**src/rtl/lsu_ctrl.sv**
```systemverilog
// lsu_ctrl -- load/store sequencing controller between the execute stage and a
// handshaked data memory.
//
// Accepts one load or store per transaction (RISC-V funct3 encoding), drives a
// word-aligned memory request with byte enables and lane-replicated store data,
// stalls the core until the memory acknowledges, then returns the selected and
// sign/zero-extended load data with a one-cycle rsp_valid pulse. Illegal funct3
// and misaligned accesses complete immediately as faults without touching memory.
//
// Optional feature: define LSU_ACK_TIMEOUT_EN to enable a bus-timeout fault
// (cause 11) after TIMEOUT_CYCLES BUSY cycles without mem_ack.
//
// Ports:
//   clk, rst_n                  clock (rising edge), async active-low reset
//   req_valid/we/funct3/addr/wdata   core request (sampled in IDLE only)
//   stall                       holds the core while a request is in flight
//   rsp_valid/rsp_rdata         completion pulse and extended load data
//   fault/fault_cause           fault pulse (with rsp_valid) and its cause
//   mem_req/we/addr/be/wdata    memory request, held until mem_ack
//   mem_ack/mem_rdata           memory completion and read word
module lsu_ctrl #(
    parameter int unsigned TIMEOUT_CYCLES = 255
) (
    input  logic        clk,
    input  logic        rst_n,
    input  logic        req_valid,
    input  logic        req_we,
    input  logic [2:0]  req_funct3,
    input  logic [31:0] req_addr,
    input  logic [31:0] req_wdata,
    output logic        stall,
    output logic        rsp_valid,
    output logic [31:0] rsp_rdata,
    output logic        fault,
    output logic [1:0]  fault_cause,
    output logic        mem_req,
    output logic        mem_we,
    output logic [31:0] mem_addr,
    output logic [3:0]  mem_be,
    output logic [31:0] mem_wdata,
    input  logic        mem_ack,
    input  logic [31:0] mem_rdata
);

    localparam logic [1:0] S_IDLE = 2'd0;
    localparam logic [1:0] S_BUSY = 2'd1;
    localparam logic [1:0] S_RESP = 2'd2;

    localparam logic [1:0] CAUSE_MISAL   = 2'b01;
    localparam logic [1:0] CAUSE_ILLEGAL = 2'b10;
    localparam logic [1:0] CAUSE_TIMEOUT = 2'b11;

    // Elaboration-time range check on the timeout limit.
    if (TIMEOUT_CYCLES < 1 || TIMEOUT_CYCLES > 65535) begin : g_bad_timeout
        $error("lsu_ctrl: TIMEOUT_CYCLES out of range 1..65535");
    end

    logic [1:0]  state_q, state_d;
    logic        we_q, we_d;
    logic [2:0]  funct3_q, funct3_d;
    logic [1:0]  off_q, off_d;
    logic [29:0] waddr_q, waddr_d;
    logic [3:0]  be_q, be_d;
    logic [31:0] wdata_q, wdata_d;
    logic [31:0] rdata_q, rdata_d;
    logic        fault_q, fault_d;
    logic [1:0]  cause_q, cause_d;

    // ---------------- request decode (IDLE only) ----------------
    logic        is_byte, is_half, is_word;
    logic        illegal, misal;
    logic [3:0]  be_dec;
    logic [31:0] wdata_dec;

    always_comb begin
        is_byte = (req_funct3[1:0] == 2'b00);
        is_half = (req_funct3[1:0] == 2'b01);
        is_word = (req_funct3[1:0] == 2'b10);

        // Stores only have SB/SH/SW; loads add the unsigned LBU/LHU variants.
        if (req_we)
            illegal = req_funct3[2] | (req_funct3[1:0] == 2'b11);
        else
            illegal = (req_funct3 == 3'b011) | (req_funct3 == 3'b110) |
                      (req_funct3 == 3'b111);

        misal = (is_half & req_addr[0]) | (is_word & (req_addr[1:0] != 2'b00));

        be_dec    = 4'b1111;
        wdata_dec = req_wdata;
        if (is_byte) begin
            be_dec    = 4'b0001 << req_addr[1:0];
            wdata_dec = {4{req_wdata[7:0]}};
        end else if (is_half) begin
            be_dec    = req_addr[1] ? 4'b1100 : 4'b0011;
            wdata_dec = {2{req_wdata[15:0]}};
        end
    end

    // ---------------- load lane select and extension ----------------
    logic [7:0]  ld_byte;
    logic [15:0] ld_half;
    logic [31:0] ld_ext;

    always_comb begin
        ld_byte = mem_rdata[{off_q, 3'b000} +: 8];
        ld_half = mem_rdata[{off_q[1], 4'b0000} +: 16];
        case (funct3_q)
            3'b000:  ld_ext = {{24{ld_byte[7]}}, ld_byte};
            3'b100:  ld_ext = {24'b0, ld_byte};
            3'b001:  ld_ext = {{16{ld_half[15]}}, ld_half};
            3'b101:  ld_ext = {16'b0, ld_half};
            default: ld_ext = mem_rdata;
        endcase
    end

    // ---------------- optional ack timeout ----------------
    logic timeout_hit;
`ifdef LSU_ACK_TIMEOUT_EN
    logic [15:0] cnt_q, cnt_d;
    localparam logic [15:0] CNT_LAST = 16'(TIMEOUT_CYCLES - 1);

    // cnt_q counts completed ack-less BUSY cycles, so the limit is hit on the
    // TIMEOUT_CYCLES-th BUSY cycle.
    assign timeout_hit = (state_q == S_BUSY) && !mem_ack && (cnt_q == CNT_LAST);

    always_comb begin
        cnt_d = cnt_q;
        if (state_q != S_BUSY)
            cnt_d = '0;
        else if (!mem_ack)
            cnt_d = cnt_q + 16'd1;
    end

    always_ff @(posedge clk or negedge rst_n) begin
        if (!rst_n) cnt_q <= '0;
        else        cnt_q <= cnt_d;
    end
`else
    assign timeout_hit = 1'b0;
`endif

    // ---------------- next state ----------------
    always_comb begin
        state_d  = state_q;
        we_d     = we_q;
        funct3_d = funct3_q;
        off_d    = off_q;
        waddr_d  = waddr_q;
        be_d     = be_q;
        wdata_d  = wdata_q;
        rdata_d  = rdata_q;
        fault_d  = fault_q;
        cause_d  = cause_q;

        case (state_q)
            S_IDLE: begin
                if (req_valid) begin
                    we_d     = req_we;
                    funct3_d = req_funct3;
                    off_d    = req_addr[1:0];
                    waddr_d  = req_addr[31:2];
                    be_d     = be_dec;
                    wdata_d  = wdata_dec;
                    rdata_d  = '0;
                    fault_d  = illegal | misal;
                    cause_d  = illegal ? CAUSE_ILLEGAL :
                               misal   ? CAUSE_MISAL   : 2'b00;
                    state_d  = (illegal | misal) ? S_RESP : S_BUSY;
                end
            end
            S_BUSY: begin
                // Ack is checked first so a same-cycle ack beats the timeout.
                if (mem_ack) begin
                    rdata_d = we_q ? 32'b0 : ld_ext;
                    state_d = S_RESP;
                end else if (timeout_hit) begin
                    rdata_d = '0;
                    fault_d = 1'b1;
                    cause_d = CAUSE_TIMEOUT;
                    state_d = S_RESP;
                end
            end
            S_RESP: begin
                state_d = S_IDLE;
            end
            default: state_d = S_IDLE;
        endcase
    end

    always_ff @(posedge clk or negedge rst_n) begin
        if (!rst_n) begin
            state_q  <= S_IDLE;
            we_q     <= 1'b0;
            funct3_q <= '0;
            off_q    <= '0;
            waddr_q  <= '0;
            be_q     <= '0;
            wdata_q  <= '0;
            rdata_q  <= '0;
            fault_q  <= 1'b0;
            cause_q  <= '0;
        end else begin
            state_q  <= state_d;
            we_q     <= we_d;
            funct3_q <= funct3_d;
            off_q    <= off_d;
            waddr_q  <= waddr_d;
            be_q     <= be_d;
            wdata_q  <= wdata_d;
            rdata_q  <= rdata_d;
            fault_q  <= fault_d;
            cause_q  <= cause_d;
        end
    end

    // ---------------- outputs ----------------
    logic busy, resp;
    assign busy = (state_q == S_BUSY);
    assign resp = (state_q == S_RESP);

    assign stall       = ((state_q == S_IDLE) & req_valid) | busy;
    assign rsp_valid   = resp;
    assign rsp_rdata   = resp ? rdata_q : 32'b0;
    assign fault       = resp & fault_q;
    assign fault_cause = resp ? cause_q : 2'b00;

    // Memory-side outputs are only meaningful during BUSY; keep them quiet
    // otherwise so a stale request is never visible on the bus.
    assign mem_req   = busy;
    assign mem_we    = busy & we_q;
    assign mem_addr  = busy ? {waddr_q, 2'b00} : 32'b0;
    assign mem_be    = busy ? be_q : 4'b0;
    assign mem_wdata = busy ? wdata_q : 32'b0;

endmodule

```
**config.mk**
```make
export PLATFORM = sky130hd
export DESIGN_NAME = lsu_ctrl
export DESIGN_NICKNAME = d
export VERILOG_FILES = /design/src/rtl/lsu_ctrl.sv
export SDC_FILE = /design/constraint.sdc
export NUM_CORES = 1
export LEC_CHECK = 0
export CORE_ASPECT_RATIO = 0.7
export CORE_MARGIN = 8
export CORE_UTILIZATION = 50
export CTS_BUF_LIST = sky130_fd_sc_hd__clkbuf_4
export CTS_CLUSTER_SIZE = 8
export DETAILED_ROUTE_END_ITERATION = 10
export PLACE_DENSITY = 0.89
export SYNTH_ARGS = -nofsm -noshare
export SYNTH_HDL_FRONTEND = slang
export SYNTH_SLANG_ARGS = --single-unit
export TNS_END_PERCENT = 50
```
**constraint.sdc**
```tcl
create_clock -name clk -period 4.38 [get_ports clk]
set_clock_uncertainty 0.2 [all_clocks]
set_input_delay 1.095 -clock clk [delete_from_list [all_inputs] [get_ports clk]]
set_output_delay 1.095 -clock clk [all_outputs]
set_load 0.005 [all_outputs]
```
* After elaboration in Yosys (flattened, before gate mapping)
Cells that the tools add are included.
Word-level totals: flip-flop bits (word level) 109, bits of input ports 104, word-level logic and storage cells 67
Operators by class: equality and inequality tests 13, shift operators 3, mux-type cells 22, bitwise logic cells 11, reduce and logical (&&, ||, !) cells 8
Operators with widths (count):
- 32-bit 2-to-1 mux | 8
- 32-bit case mux with 4 select lines | 1
- 32-bit case mux with 2 select lines | 1
- 32-bit by 6-bit indexed part select with 16-bit output | 1
- 32-bit by 6-bit indexed part select with 8-bit output | 1
- 4-bit 2-to-1 mux | 4
- 3-bit == test (second input constant) | 4
- 2-bit 2-to-1 mux | 5
- 2-bit == test (second input constant) | 3
- 1-bit OR | 6
- 1-bit AND | 5
- 2-bit by 1-bit == test with 1-bit output (second input constant) | 2
- 2-bit logical NOT | 2
- 2-bit != test (second input constant) | 2
- 2-bit case mux with 2 select lines | 1
- 2-bit AND reduction | 2
- 2-bit nonzero test | 2
- 1-bit by 2-bit left shift with 4-bit output (first input constant) | 1
- 3-bit by 1-bit == test with 1-bit output (second input constant) | 1
- 3-bit by 2-bit == test with 1-bit output (second input constant) | 1
- 3-bit logical NOT | 1
- 3-bit AND reduction | 1
- 1-bit 2-to-1 mux | 2

* Logic depth before layout (Yosys ltp)
depth after elaboration 8, mapped depth 6, mapped depth without buffers 5

* Worst setup path before layout
OpenSTA, ideal clock, no wires.
path kind input to output, start input req_valid, end output stall, arrival 1.795 ns, slack 1.290 ns, stages on the path 5, buffers on the path 2, cell sequence nand2b_1 or2_1 buf_2 clkbuf_1 nand2_1
Between the ends: longest elaborated chain between the ends 2
RTL lines:
- start: declaration | RTL line 26 | input logic req_valid,
- 1-bit AND | RTL line 222 | assign stall = ((state_q == S_IDLE) & req_valid) | busy;
- 1-bit OR | RTL line 222
- end: declaration | RTL line 31 | output logic stall,
Every way passes these cells.

* Worst setup path after layout
start register state_q[1], end output mem_be[1]
Between the ends: longest elaborated chain between the ends 2
RTL lines:
- start: declaration | RTL line 58 | logic [1:0] state_q, state_d;
- start signal: assignment | RTL line 204 | state_q <= state_d;
- 2-bit by 1-bit == test with 1-bit output | RTL line 219 | assign busy = (state_q == S_BUSY);
- 4-bit 2-to-1 mux | RTL line 233 | assign mem_be = busy ? be_q : 4'b0;
- end: declaration | RTL line 39 | output logic [3:0] mem_be,
Every way passes these cells.

==> run_results.csv <==
group,metric,value,unit
run_status,status,"complete, no violations",
routing,dr.pass1.iters,5,
worst_setup_path,path_class,"register to output pin",
clocking,htreeDepth,3,
global_routing,grt_overflow,0,
min_path,hp-class,"register to register",
yosys,yosysWarnings,0,
placed_design,dp_hpwl,13500,microns
die,dieHeight,105,microns
timing,drv_slew,0,
timing,fin_setup_tns,0,ns
timing,post-route-period-util,0.911,
routing,routedWlPerCell,18.5,microns
placed_design,place_ws,0.485,ns
timing,hold_viol,0,
clocking,clkTransAtPathRegs,0.16,ns
clocking,cts_setup_buffers,0,
worst_setup_path,crit_path_end_kind,"output pin",
finish,mostFrequentLayoutCell,"clkdlybuf4s50_1",
clocking,clockBufferDepth,2,
placed_design,port_buffers,208,
finish,finalNetCount,919,
pwr,ir_drop,0.191,mV
yosys,netlist_top_cells_area,"dfrtp_1, nand2_1, and2_1",
die,start_util,0.516,
run,maxCapViolations,0,
yosys,synth_top_area_cell,"dfrtp_1",
worst_setup_path,cp.required,3.08,ns
worst_setup_path,path_max_fanout,69,
placed_design,place.gp.congestion,0.825,
yosys,synth_area,0.00570,sq mm
routing,routed_wl,18000,microns
placed_design,place_area,0.00782,sq mm
yosys,seq_area_frac_synth,0.478,
timing,max-slew-margin-rel,0.241,
die,core,0.0111,sq mm
worst_setup_path,cp-start-kind,"register",
die,die_w,144,microns
yosys,synth_seq_cells,109,
yosys,syn-instance-count,636,
finish,finish.instance_area,0.00796,sq mm
global_routing,grt_start_max_net_pins,100,
timing,tightest_slew,1.14,ns
clocking,cts_hold_buf,0,
die,num_io_pins,211,
global_routing,antenna_found_initial,0,
timing,setup_viol,0,
pwr,power,2.81,mW
clocking,cts_resized,0,
routing,drtIter0Drc,448,
clocking,cts_root_buffer,"clkbuf_4",
timing,rsz0062_at_grt,"no",
finish,fin_util,0.720,
timing,worst_slack,0.390,ns
yosys,synth_edf_count,0,
clocking,cts_made_buffers,9,
clocking,cts_tree,"built",
timing,max_freq,0.251,GHz
yosys,synth_cell_types,42,
yosys,async_reset_ff_frac,1.00,
finish,diodes,0,
clocking,clock_latency,0.46,ns
global_routing,grt.total_usage,0.239,
yosys,syn_area_per_cell,8.96,sq um
yosys,ys.flop_type,"dfrtp_1",
routing,drc,0,
routing,vias_per_cell,5.43,
yosys,yosysTopAreaCellShare,0.478,
routing,vias,5285,
die,dieArea,0.0151,sq mm
pwr,powerDensity,353,mW/mm^2
global_routing,grt_pass1_vias,5398,
global_routing,grt_pass1_wl,28800,microns
finish,syn_to_final_growth,39.6,%
timing,fin_crit,3.99,ns
finish,layout_common_cells,"clkdlybuf4s50_1, nand2_1, dfrtp_1",
pwr,leakage,3.59,nW
worst_setup_path,worstPathArrival,2.70,ns
die,num_rows,32,
clocking,cts.sinks,109,
routing,ant_nets,0,
finish,drive_gt1_frac,0.0415,
-- cell type report --
class / instances / area [sq um]
clock buffers: 12 / 90.1
clock inverters: 4 / 48.8
fillers: 832 / 3090
inverters: 6 / 23.8
multi-input cells: 475 / 2750
flip-flops and latches: 109 / 2730
well taps: 153 / 191
repair buffers: 214 / 2120
-- worst paths after layout --
path / start / to / slack [ns] / depth (start not counted)
max in group asynchronous: rst_n / waddr_q[21] / 2.57 / 2
worst min-delay path: waddr_q[8] / waddr_q[8] / 0.29 / 2
min in group asynchronous: rst_n / waddr_q[8] / 0.52 / 1
worst min register to register: waddr_q[8] / waddr_q[8] / 0.29 / 2
worst max register to register: state_q[1] / rdata_q[25] / 1.63 / 5
worst max-delay path: state_q[1] / mem_be[1] / 0.39 / 4
-- cell families (layout without fill, tap and decap cells) --
logic type | count (synthesis) | in the layout | share of synthesized area
buf+inv | 53 | 236 | 0.0408
flops | 109 | 109 | 0.478
compound gates | 111 | 111 | 0.127
simple gates | 327 | 327 | 0.283
mux | 35 | 35 | 0.0709
other cells | 1 | 2 | 0.000658
-- state kept, by name, indices dropped and copies added (netlist names) --
name      flops
be_q          4
cause_q       2
fault_q       1
funct3_q      3
off_q         2
rdata_q      32
state_q       2
waddr_q      30
wdata_q      32
we_q          1
-- power by group --
part           switching, mW  internal [mW]  total, mW
logic                  0.437          0.446      0.883
clock network          0.317          0.194      0.510
registers              0.180           1.23       1.41
-- per-stage QoR --
step,hold WS (ns),instances
final,0.287,973
after CTS,0.290,973
after global routing,0.311,973
after floorplan,0.237,637
after global placement,0.248,957
after detailed placement,0.254,957
-- synth_stat cells (2+ instances only) --
cell	number
a21oi_1	24
a221o_1	17
a221oi_1	2
a22o_1	9
a31oi_1	3
and2_1	103
buf_1	3
buf_2	7
buf_4	2
buf_6	2
clkbuf_1	32
dfrtp_1	109
inv_1	5
mux2i_1	31
mux4_2	3
nand2_1	174
nand2b_1	8
nor2_1	20
nor2b_1	9
nor4_1	2
o21ai_0	38
o22ai_1	11
or3_1	3
-- metal layers --
metal / share of wire / wire length (microns) / global-route usage / up-vias
li1: - / - / - / 2476
met1: 0.40 / 7170 / 0.295 / 2530
met2: 0.49 / 8750 / 0.389 / 243
met3: 0.092 / 1650 / 0.0766 / 36
met4: 0.025 / 442 / 0.0815 / 0
met5: 0 / 0 / 0 / -
-- critical path: stages (launching register included) --
cell and delay (ns):
dfrtp_1 0.48, nand2b_4 0.20, clkinv_2 0.59, and2_1 0.47, clkdlybuf4s50_1 0.48
Note: power is estimated with default switching activity, not from simulation.
